--- config.mk ---
export PLATFORM = sky130hd
export DESIGN_NAME = ex_stage_flat
export DESIGN_NICKNAME = d
export VERILOG_FILES = /design/src/rtl/ex_stage_if.sv /design/src/rtl/ex_stage.sv /design/src/flat_wrapper.sv
export SDC_FILE = /design/constraint.sdc
export NUM_CORES = 1
export LEC_CHECK = 0
export ABC_AREA = 1
export BUFFER_PORTS_ARGS = -buffer_cell sky130_fd_sc_hd__buf_4
export CORE_ASPECT_RATIO = 0.9
export CORE_UTILIZATION = 45
export DETAILED_ROUTE_END_ITERATION = 6
export GPL_ROUTABILITY_DRIVEN = 0
export PLACE_DENSITY = 0.7
export SLEW_MARGIN = 20
export SYNTH_ARGS = -nofsm -noshare
export SYNTH_HDL_FRONTEND = slang
export SYNTH_SLANG_ARGS = --single-unit
export TNS_END_PERCENT = 20
--- constraint.sdc ---
create_clock -name CLK -period 4.93 [get_ports CLK]
set_clock_uncertainty 0.2 [all_clocks]
set_input_delay 0.7395 -clock CLK [delete_from_list [all_inputs] [get_ports CLK]]
set_output_delay 0.7395 -clock CLK [all_outputs]
set_load 0.02 [all_outputs]
--- src/rtl/ex_stage_if.sv ---
// Bundle between the IF/EX register, the execute stage and the EX/MEM boundary.
// The slave modport is the execute stage; the master is the surrounding pipeline.
interface ex_stage_if #(
  parameter int BUS_WIDTH      = 32,
  parameter int ALU_FUNCT_BITS = 3,
  parameter int REGISTER       = 6
);
  logic                      FlushE;
  logic                      RegWriteE;
  logic                      ALU1SrcE;
  logic                      RegDstE;
  logic                      MemWriteE;
  logic                      MemReadE;
  logic                      MemtoRegE;
  logic [ALU_FUNCT_BITS-1:0] ALU1CntrlE;
  logic [ALU_FUNCT_BITS-1:0] ALU2CntrlE;
  logic [BUS_WIDTH-1:0]      Src1AE;
  logic [BUS_WIDTH-1:0]      Src1BE;
  logic [BUS_WIDTH-1:0]      Src1CE;
  logic [BUS_WIDTH-1:0]      SignImmE;
  logic [REGISTER-1:0]       RtE;
  logic [REGISTER-1:0]       RdE;

  logic                      StallE;
  logic                      RegWriteM;
  logic                      MemWriteM;
  logic                      MemReadM;
  logic                      MemtoRegM;
  logic [BUS_WIDTH-1:0]      ALUOutM;
  logic [BUS_WIDTH-1:0]      WriteDataM;
  logic [REGISTER-1:0]       WriteRegM;

  modport master (
    output FlushE, RegWriteE, ALU1SrcE, RegDstE, MemWriteE, MemReadE, MemtoRegE,
    output ALU1CntrlE, ALU2CntrlE, Src1AE, Src1BE, Src1CE, SignImmE, RtE, RdE,
    input  StallE, RegWriteM, MemWriteM, MemReadM, MemtoRegM,
    input  ALUOutM, WriteDataM, WriteRegM
  );

  modport slave (
    input  FlushE, RegWriteE, ALU1SrcE, RegDstE, MemWriteE, MemReadE, MemtoRegE,
    input  ALU1CntrlE, ALU2CntrlE, Src1AE, Src1BE, Src1CE, SignImmE, RtE, RdE,
    output StallE, RegWriteM, MemWriteM, MemReadM, MemtoRegM,
    output ALUOutM, WriteDataM, WriteRegM
  );
endinterface

--- src/rtl/ex_stage.sv ---
// Execute stage: chained ALU1/ALU2 into the EX/MEM register, one-cycle latency.
// MUL runs a nibble-serial multiplier for 10 cycles, holding StallE and emitting bubbles.
module ex_stage #(
  parameter int BUS_WIDTH      = 32,
  parameter int ALU_FUNCT_BITS = 3,
  parameter int REGISTER       = 6
) (
  input logic      CLK,
  input logic      RESET_N,
  ex_stage_if.slave ex
);
  localparam int ITER  = BUS_WIDTH / 4;
  localparam int CNT_W = $clog2(ITER + 1);
  localparam logic [CNT_W-1:0] LAST_ITER = CNT_W'(ITER - 1);

  localparam logic [ALU_FUNCT_BITS-1:0] F1_ADD = ALU_FUNCT_BITS'(0);
  localparam logic [ALU_FUNCT_BITS-1:0] F1_SUB = ALU_FUNCT_BITS'(1);
  localparam logic [ALU_FUNCT_BITS-1:0] F1_AND = ALU_FUNCT_BITS'(2);
  localparam logic [ALU_FUNCT_BITS-1:0] F1_OR  = ALU_FUNCT_BITS'(3);
  localparam logic [ALU_FUNCT_BITS-1:0] F1_XOR = ALU_FUNCT_BITS'(4);
  localparam logic [ALU_FUNCT_BITS-1:0] F1_SLT = ALU_FUNCT_BITS'(5);
  localparam logic [ALU_FUNCT_BITS-1:0] F1_MUL = ALU_FUNCT_BITS'(6);

  localparam logic [ALU_FUNCT_BITS-1:0] F2_ACC  = ALU_FUNCT_BITS'(1);
  localparam logic [ALU_FUNCT_BITS-1:0] F2_SUB  = ALU_FUNCT_BITS'(2);
  localparam logic [ALU_FUNCT_BITS-1:0] F2_MAX  = ALU_FUNCT_BITS'(3);
  localparam logic [ALU_FUNCT_BITS-1:0] F2_RELU = ALU_FUNCT_BITS'(4);
  localparam logic [ALU_FUNCT_BITS-1:0] F2_MIN  = ALU_FUNCT_BITS'(5);

  typedef enum logic [1:0] {IDLE, BUSY, DONE} mul_state_e;

  mul_state_e           state_q, state_d;
  logic [BUS_WIDTH-1:0] mcand_q, mplier_q, acc_q;
  logic [CNT_W-1:0]     cnt_q;

  logic                 is_mul;
  logic                 stall;
  logic [BUS_WIDTH-1:0] srcb;
  logic [BUS_WIDTH-1:0] partial;
  logic [BUS_WIDTH-1:0] r1;
  logic [BUS_WIDTH-1:0] r2;
  logic [REGISTER-1:0]  write_reg;

  assign is_mul    = (ex.ALU1CntrlE == F1_MUL);
  assign srcb      = ex.ALU1SrcE ? ex.SignImmE : ex.Src1BE;
  assign write_reg = ex.RegDstE ? ex.RdE : ex.RtE;
  assign partial   = mcand_q * {{(BUS_WIDTH-4){1'b0}}, mplier_q[3:0]};
  // Held low during reset so upstream is never frozen by a stale opcode.
  assign stall     = RESET_N && is_mul && (state_q != DONE) && !ex.FlushE;
  assign ex.StallE = stall;

  always_comb begin
    r1 = '0;
    case (ex.ALU1CntrlE)
      F1_ADD:  r1 = ex.Src1AE + srcb;
      F1_SUB:  r1 = ex.Src1AE - srcb;
      F1_AND:  r1 = ex.Src1AE & srcb;
      F1_OR:   r1 = ex.Src1AE | srcb;
      F1_XOR:  r1 = ex.Src1AE ^ srcb;
      F1_SLT:  r1 = {{(BUS_WIDTH-1){1'b0}}, ($signed(ex.Src1AE) < $signed(srcb))};
      F1_MUL:  r1 = acc_q;
      default: r1 = ex.Src1AE;
    endcase
  end

  always_comb begin
    r2 = r1;
    case (ex.ALU2CntrlE)
      F2_ACC:  r2 = r1 + ex.Src1CE;
      F2_SUB:  r2 = r1 - ex.Src1CE;
      F2_MAX:  r2 = ($signed(r1) > $signed(ex.Src1CE)) ? r1 : ex.Src1CE;
      F2_RELU: r2 = r1[BUS_WIDTH-1] ? '0 : r1;
      F2_MIN:  r2 = ($signed(r1) < $signed(ex.Src1CE)) ? r1 : ex.Src1CE;
      default: r2 = r1;
    endcase
  end

  always_comb begin
    state_d = state_q;
    case (state_q)
      IDLE:    if (is_mul) state_d = BUSY;
      BUSY:    if (cnt_q == LAST_ITER) state_d = DONE;
      default: state_d = IDLE;
    endcase
    if (ex.FlushE) state_d = IDLE;
  end

  always_ff @(posedge CLK or negedge RESET_N) begin
    if (!RESET_N) state_q <= IDLE;
    else          state_q <= state_d;
  end

  // Operands are latched at start, so upstream changes during BUSY are harmless.
  always_ff @(posedge CLK or negedge RESET_N) begin
    if (!RESET_N) begin
      mcand_q  <= '0;
      mplier_q <= '0;
      acc_q    <= '0;
      cnt_q    <= '0;
    end else if (ex.FlushE) begin
      acc_q <= '0;
      cnt_q <= '0;
    end else begin
      case (state_q)
        IDLE: if (is_mul) begin
          mcand_q  <= ex.Src1AE;
          mplier_q <= srcb;
          acc_q    <= '0;
          cnt_q    <= '0;
        end
        BUSY: begin
          acc_q    <= acc_q + partial;
          mcand_q  <= mcand_q << 4;
          mplier_q <= mplier_q >> 4;
          cnt_q    <= cnt_q + CNT_W'(1);
        end
        default: ;
      endcase
    end
  end

  always_ff @(posedge CLK or negedge RESET_N) begin
    if (!RESET_N) begin
      ex.RegWriteM  <= 1'b0;
      ex.MemWriteM  <= 1'b0;
      ex.MemReadM   <= 1'b0;
      ex.MemtoRegM  <= 1'b0;
      ex.ALUOutM    <= '0;
      ex.WriteDataM <= '0;
      ex.WriteRegM  <= '0;
    end else if (ex.FlushE || stall) begin
      ex.RegWriteM  <= 1'b0;
      ex.MemWriteM  <= 1'b0;
      ex.MemReadM   <= 1'b0;
      ex.MemtoRegM  <= 1'b0;
      ex.ALUOutM    <= '0;
      ex.WriteDataM <= '0;
      ex.WriteRegM  <= '0;
    end else begin
      ex.RegWriteM  <= ex.RegWriteE;
      ex.MemWriteM  <= ex.MemWriteE;
      ex.MemReadM   <= ex.MemReadE;
      ex.MemtoRegM  <= ex.MemtoRegE;
      ex.ALUOutM    <= r2;
      ex.WriteDataM <= ex.Src1BE;
      ex.WriteRegM  <= write_reg;
    end
  end
endmodule

--- src/flat_wrapper.sv ---
// flat-port wrapper written by rule: the top's interface ports become plain ports
module ex_stage_flat 
#(
  parameter int BUS_WIDTH      = 32,
  parameter int ALU_FUNCT_BITS = 3,
  parameter int REGISTER       = 6
)
  (CLK, RESET_N, ex_FlushE, ex_RegWriteE, ex_ALU1SrcE, ex_RegDstE, ex_MemWriteE, ex_MemReadE, ex_MemtoRegE, ex_ALU1CntrlE, ex_ALU2CntrlE, ex_Src1AE, ex_Src1BE, ex_Src1CE, ex_SignImmE, ex_RtE, ex_RdE, ex_StallE, ex_RegWriteM, ex_MemWriteM, ex_MemReadM, ex_MemtoRegM, ex_ALUOutM, ex_WriteDataM, ex_WriteRegM);
  ex_stage_if #(.BUS_WIDTH(BUS_WIDTH), .ALU_FUNCT_BITS(ALU_FUNCT_BITS), .REGISTER(REGISTER)) ex_i ();
  input logic CLK;
  input logic RESET_N;
  input wire logic [$bits(ex_i.FlushE)-1:0] ex_FlushE;
  input wire logic [$bits(ex_i.RegWriteE)-1:0] ex_RegWriteE;
  input wire logic [$bits(ex_i.ALU1SrcE)-1:0] ex_ALU1SrcE;
  input wire logic [$bits(ex_i.RegDstE)-1:0] ex_RegDstE;
  input wire logic [$bits(ex_i.MemWriteE)-1:0] ex_MemWriteE;
  input wire logic [$bits(ex_i.MemReadE)-1:0] ex_MemReadE;
  input wire logic [$bits(ex_i.MemtoRegE)-1:0] ex_MemtoRegE;
  input wire logic [$bits(ex_i.ALU1CntrlE)-1:0] ex_ALU1CntrlE;
  input wire logic [$bits(ex_i.ALU2CntrlE)-1:0] ex_ALU2CntrlE;
  input wire logic [$bits(ex_i.Src1AE)-1:0] ex_Src1AE;
  input wire logic [$bits(ex_i.Src1BE)-1:0] ex_Src1BE;
  input wire logic [$bits(ex_i.Src1CE)-1:0] ex_Src1CE;
  input wire logic [$bits(ex_i.SignImmE)-1:0] ex_SignImmE;
  input wire logic [$bits(ex_i.RtE)-1:0] ex_RtE;
  input wire logic [$bits(ex_i.RdE)-1:0] ex_RdE;
  output wire logic [$bits(ex_i.StallE)-1:0] ex_StallE;
  output wire logic [$bits(ex_i.RegWriteM)-1:0] ex_RegWriteM;
  output wire logic [$bits(ex_i.MemWriteM)-1:0] ex_MemWriteM;
  output wire logic [$bits(ex_i.MemReadM)-1:0] ex_MemReadM;
  output wire logic [$bits(ex_i.MemtoRegM)-1:0] ex_MemtoRegM;
  output wire logic [$bits(ex_i.ALUOutM)-1:0] ex_ALUOutM;
  output wire logic [$bits(ex_i.WriteDataM)-1:0] ex_WriteDataM;
  output wire logic [$bits(ex_i.WriteRegM)-1:0] ex_WriteRegM;
  assign ex_i.FlushE = ex_FlushE;
  assign ex_i.RegWriteE = ex_RegWriteE;
  assign ex_i.ALU1SrcE = ex_ALU1SrcE;
  assign ex_i.RegDstE = ex_RegDstE;
  assign ex_i.MemWriteE = ex_MemWriteE;
  assign ex_i.MemReadE = ex_MemReadE;
  assign ex_i.MemtoRegE = ex_MemtoRegE;
  assign ex_i.ALU1CntrlE = ex_ALU1CntrlE;
  assign ex_i.ALU2CntrlE = ex_ALU2CntrlE;
  assign ex_i.Src1AE = ex_Src1AE;
  assign ex_i.Src1BE = ex_Src1BE;
  assign ex_i.Src1CE = ex_Src1CE;
  assign ex_i.SignImmE = ex_SignImmE;
  assign ex_i.RtE = ex_RtE;
  assign ex_i.RdE = ex_RdE;
  assign ex_StallE = ex_i.StallE;
  assign ex_RegWriteM = ex_i.RegWriteM;
  assign ex_MemWriteM = ex_i.MemWriteM;
  assign ex_MemReadM = ex_i.MemReadM;
  assign ex_MemtoRegM = ex_i.MemtoRegM;
  assign ex_ALUOutM = ex_i.ALUOutM;
  assign ex_WriteDataM = ex_i.WriteDataM;
  assign ex_WriteRegM = ex_i.WriteRegM;
  ex_stage #(.BUS_WIDTH(BUS_WIDTH), .ALU_FUNCT_BITS(ALU_FUNCT_BITS), .REGISTER(REGISTER)) u_core (.CLK(CLK), .RESET_N(RESET_N), .ex(ex_i));
endmodule
==> flow_summary.toml <==
[setup_path]
required_ns = 5.18
critPathMaxFanout = 6
end_kind = "flip-flop"
reg2regPathDepth = 16
path_common_cell = "nand2_2"
path_class = "input pin to flip-flop"
r2r_slack_ns = 0.25
startpoint = "ex_ALU1SrcE"
start_kind = "input pin"
critPathSlowestCell = "fa_2"
r2r_start = "u_core.mplier_q[1]"
slowest_delay_ns = 0.42
cp_data_arrival_time_ns = 5.37

[grt]
grt_pass1_vias = 26524
antenna_found_initial = 2
overflow = 0
grt_pass1_wl_um = 146000
track_usage_pct = 36.9
grt_max_degree = 77

[placement]
numPortBuffers = 229
hpwl_um = 77000
place_ws_ns = -0.891
place_inst = 5022
postPlaceCellArea_um2 = 30100

[synth]
yosys.area_share.simple_pct = 29.8
async_flop_share_pct = 100
synth_compound_area_share_pct = 18.7
synth_top_area_share_pct = 19.5
syn_inst = 3561
synth_cell_types = 60
synth_top_family_by_area = "simple AND/OR/NAND/NOR gates"
muxShareOfSynthArea_pct = 0
synth_top_area_cell = "dfrtp_1"
synth.avg_cell_area_um2 = 6.35
syn_area_um2 = 22600
synth_nets = 4003
ys_warn_count = 0
synth-edff-count = 0
synth_xor_area_share_pct = 0.851
synth_adder_area_share_pct = 18.9
synth_flop_cell = "dfrtp_1"
ys_top_cells_by_area = "dfrtp_1 (19%), nand2_1 (15%), ha_1 (11%)"
ys_seq_elements = 176
yosysSeqAreaShare_pct = 19.5

[power]
vdd_drop_max_mv = 0.860
p_leak_nw = 17.3
total_power_mw = 21.8
powerDensity_nw_per_um2 = 667

[clock_tree]
holdBufCountCts = 0
htreeDepth = 4
clk_transition_reported_paths_ns = 0.08
worstSkewPairLatency_ns = 0.51
clockBufferDepth = 2
cts_tree = "built"
root_buffer = "clkbuf_16"
cts_made_buffers = 17
cts.sinks = 176

[timing]
grt_setup_unrepaired = "yes"
fin_crit_sh_pct = 104
max-slew-margin-rel_pct = 42.6
finalHoldViolCount = 0
max_freq_mhz = 196
setup_viol = 28
fin_crit_ns = 5.11
setup_ws_ns = -0.185
maxSlewViolCount = 0
worst_slew_pin_slew_ns = 0.861

[die]
rows = 77
core_um2 = 49400
dieWidth_um = 238
ios = 230
initial_core_util_pct = 45.8
dieHeight_um = 215
dieArea_um2 = 51200

[cells_and_area]
area_growth_syn_to_layout_pct = 44.2
fin_cells = 5085
num-nets-final = 4842
drive_gt1_share_pct = 31.4
finalInstanceArea_um2 = 32600

[routing]
via_count = 28399
ant_nets = 0
drc = 11
wirelength_um = 98500
wl_per_cell_um = 19.4
drt-pass1-iter-count = 7
avgViaCountPerCell = 5.58
drt_iter0_drc = 3581

[run_status]
violations = "DRC, setup timing"
outcome = "finished, violations left"

[job]
cap_violations = 0

[worst_hold_path]
hp-class = "input pin to async pin"
-- stage by stage --
stage | util (%) | hold slack (ns) | setup TNS, ns
final | 66.0 | 0.0546 | -3.19
after global routing | 66.0 | 0.0948 | -8.06
after CTS | 63.1 | 0.0427 | -0.00437
after detailed placement | 60.9 | 0.299 | -25.96
after global placement | 60.9 | 0.294 | -24.09
after floorplan | - | 0.244 | -2.00
-- cells in the final DEF (no fill, tap or decap), drive strengths merged, types with 3 or more instances in the layout --
cell     Yosys  layout
a211oi       9       9
a22oi        6       6
o22ai       26      26
dfrtp      176     176
clkbuf      82      22
nand4       32      32
nor4         4       4
xor2        20      20
inv        578     585
nor3        38      38
a21oi      286     286
o2111ai      3       3
a2111oi      5       5
clkinv       4      14
nor2       406     406
fa          90      90
o221ai      18      18
o31ai        5       5
buf         47     941
ha         197     197
nand3      195     195
o21ai      234     234
o21bai      20      20
a31oi       68      68
a32oi        4       4
or2         37      37
o211ai       5       5
and2         3       3
o21a         6       6
a221oi      10      10
nand2      912     913
a21boi       6       6
a21o        13      13
-- power breakdown --
part | internal [mW] | leakage [nW] | switching [mW] | total, mW
sequential | 1.84 | 2.20 | 0.481 | 2.32
clock | 0.688 | 0.297 | 0.781 | 1.47
combinational | 6.91 | 14.8 | 11.1 | 18.0
total | 9.43 | 17.3 | 12.3 | 21.8
-- path summary, 6_finish.rpt --
path                                          to
setup / recovery           u_core.ex.ALUOutM[29]
max in group asynchronous  u_core.ex.ALUOutM[24]
min in group CLK             u_core.ex.MemtoRegM
setup reg to reg                u_core.acc_q[26]
hold reg to reg              u_core.mplier_q[31]
hold / removal                   u_core.acc_q[2]
-- layer usage --
metal / track usage (%) / part of all wire [%]
met2: 52.5 / 40
met1: 51.3 / 40
met4: 16.9 / 5.2
met5: 0 / 0.028
met3: 10.9 / 14
-- cell families after synthesis --
| group | count (synthesis) |
|---|---|
| simple gates | 1631 |
| compound gates | 734 |
| buf+inv | 711 |
| fa+ha+maj | 287 |
| flops | 176 |
| xor+xnor | 22 |
-- final cells by class --
type | count | area, um^2
multi-input cells | 2675 | 17200
fillers | 4238 | 16800
repair buffers | 946 | 7340
flip-flops and latches | 176 | 4410
inverters | 582 | 2200
well taps | 671 | 840
clock buffers | 17 | 425
clock inverters | 15 | 186
repair inverters | 2 | 25.0
diodes | 1 | 2.50
-- synthesized netlist by cell type (all sizes together), types with 6 or more instances --
cell type / count
a211oi: 9
a21boi: 6
a21o: 13
a21oi: 286
a221oi: 10
a22oi: 6
a31oi: 68
buf: 47
clkbuf: 82
dfrtp: 176
fa: 90
ha: 197
inv: 578
nand2: 912
nand3: 195
nand4: 32
nor2: 406
nor3: 38
o21a: 6
o21ai: 234
o21bai: 20
o221ai: 18
o22ai: 26
or2: 37
xor2: 20
-- flip-flops by register name, summed over array words and instances, names as in the netlist --
signal,count
u_core.ex.WriteDataM,32
u_core.ex.ALUOutM,32
u_core.ex.RegWriteM,1
u_core.ex.MemWriteM,1
u_core.mcand_q,32
u_core.acc_q,32
u_core.cnt_q,4
u_core.mplier_q,32
u_core.ex.WriteRegM,6
u_core.ex.MemReadM,1
u_core.state_q,2
u_core.ex.MemtoRegM,1
-- what timing repair did --
action,in CTS,in global routing
gates cloned,1,5
endpoints found under the setup margin,32,38
buffers inserted,3,22
resized for setup,102,276
pin swaps,22,89
-- critical path: cells and delay by family --
| family | cells | cell delay [ns] |
|---|---|---|
| AOI/OAI and AO/OA | 7 | 1.29 |
| and+or+nand+nor | 18 | 1.79 |
| adders and majority gates | 3 | 0.76 |
| buffers and inverters | 7 | 0.75 |
Power figures use the tool's default switching activity.
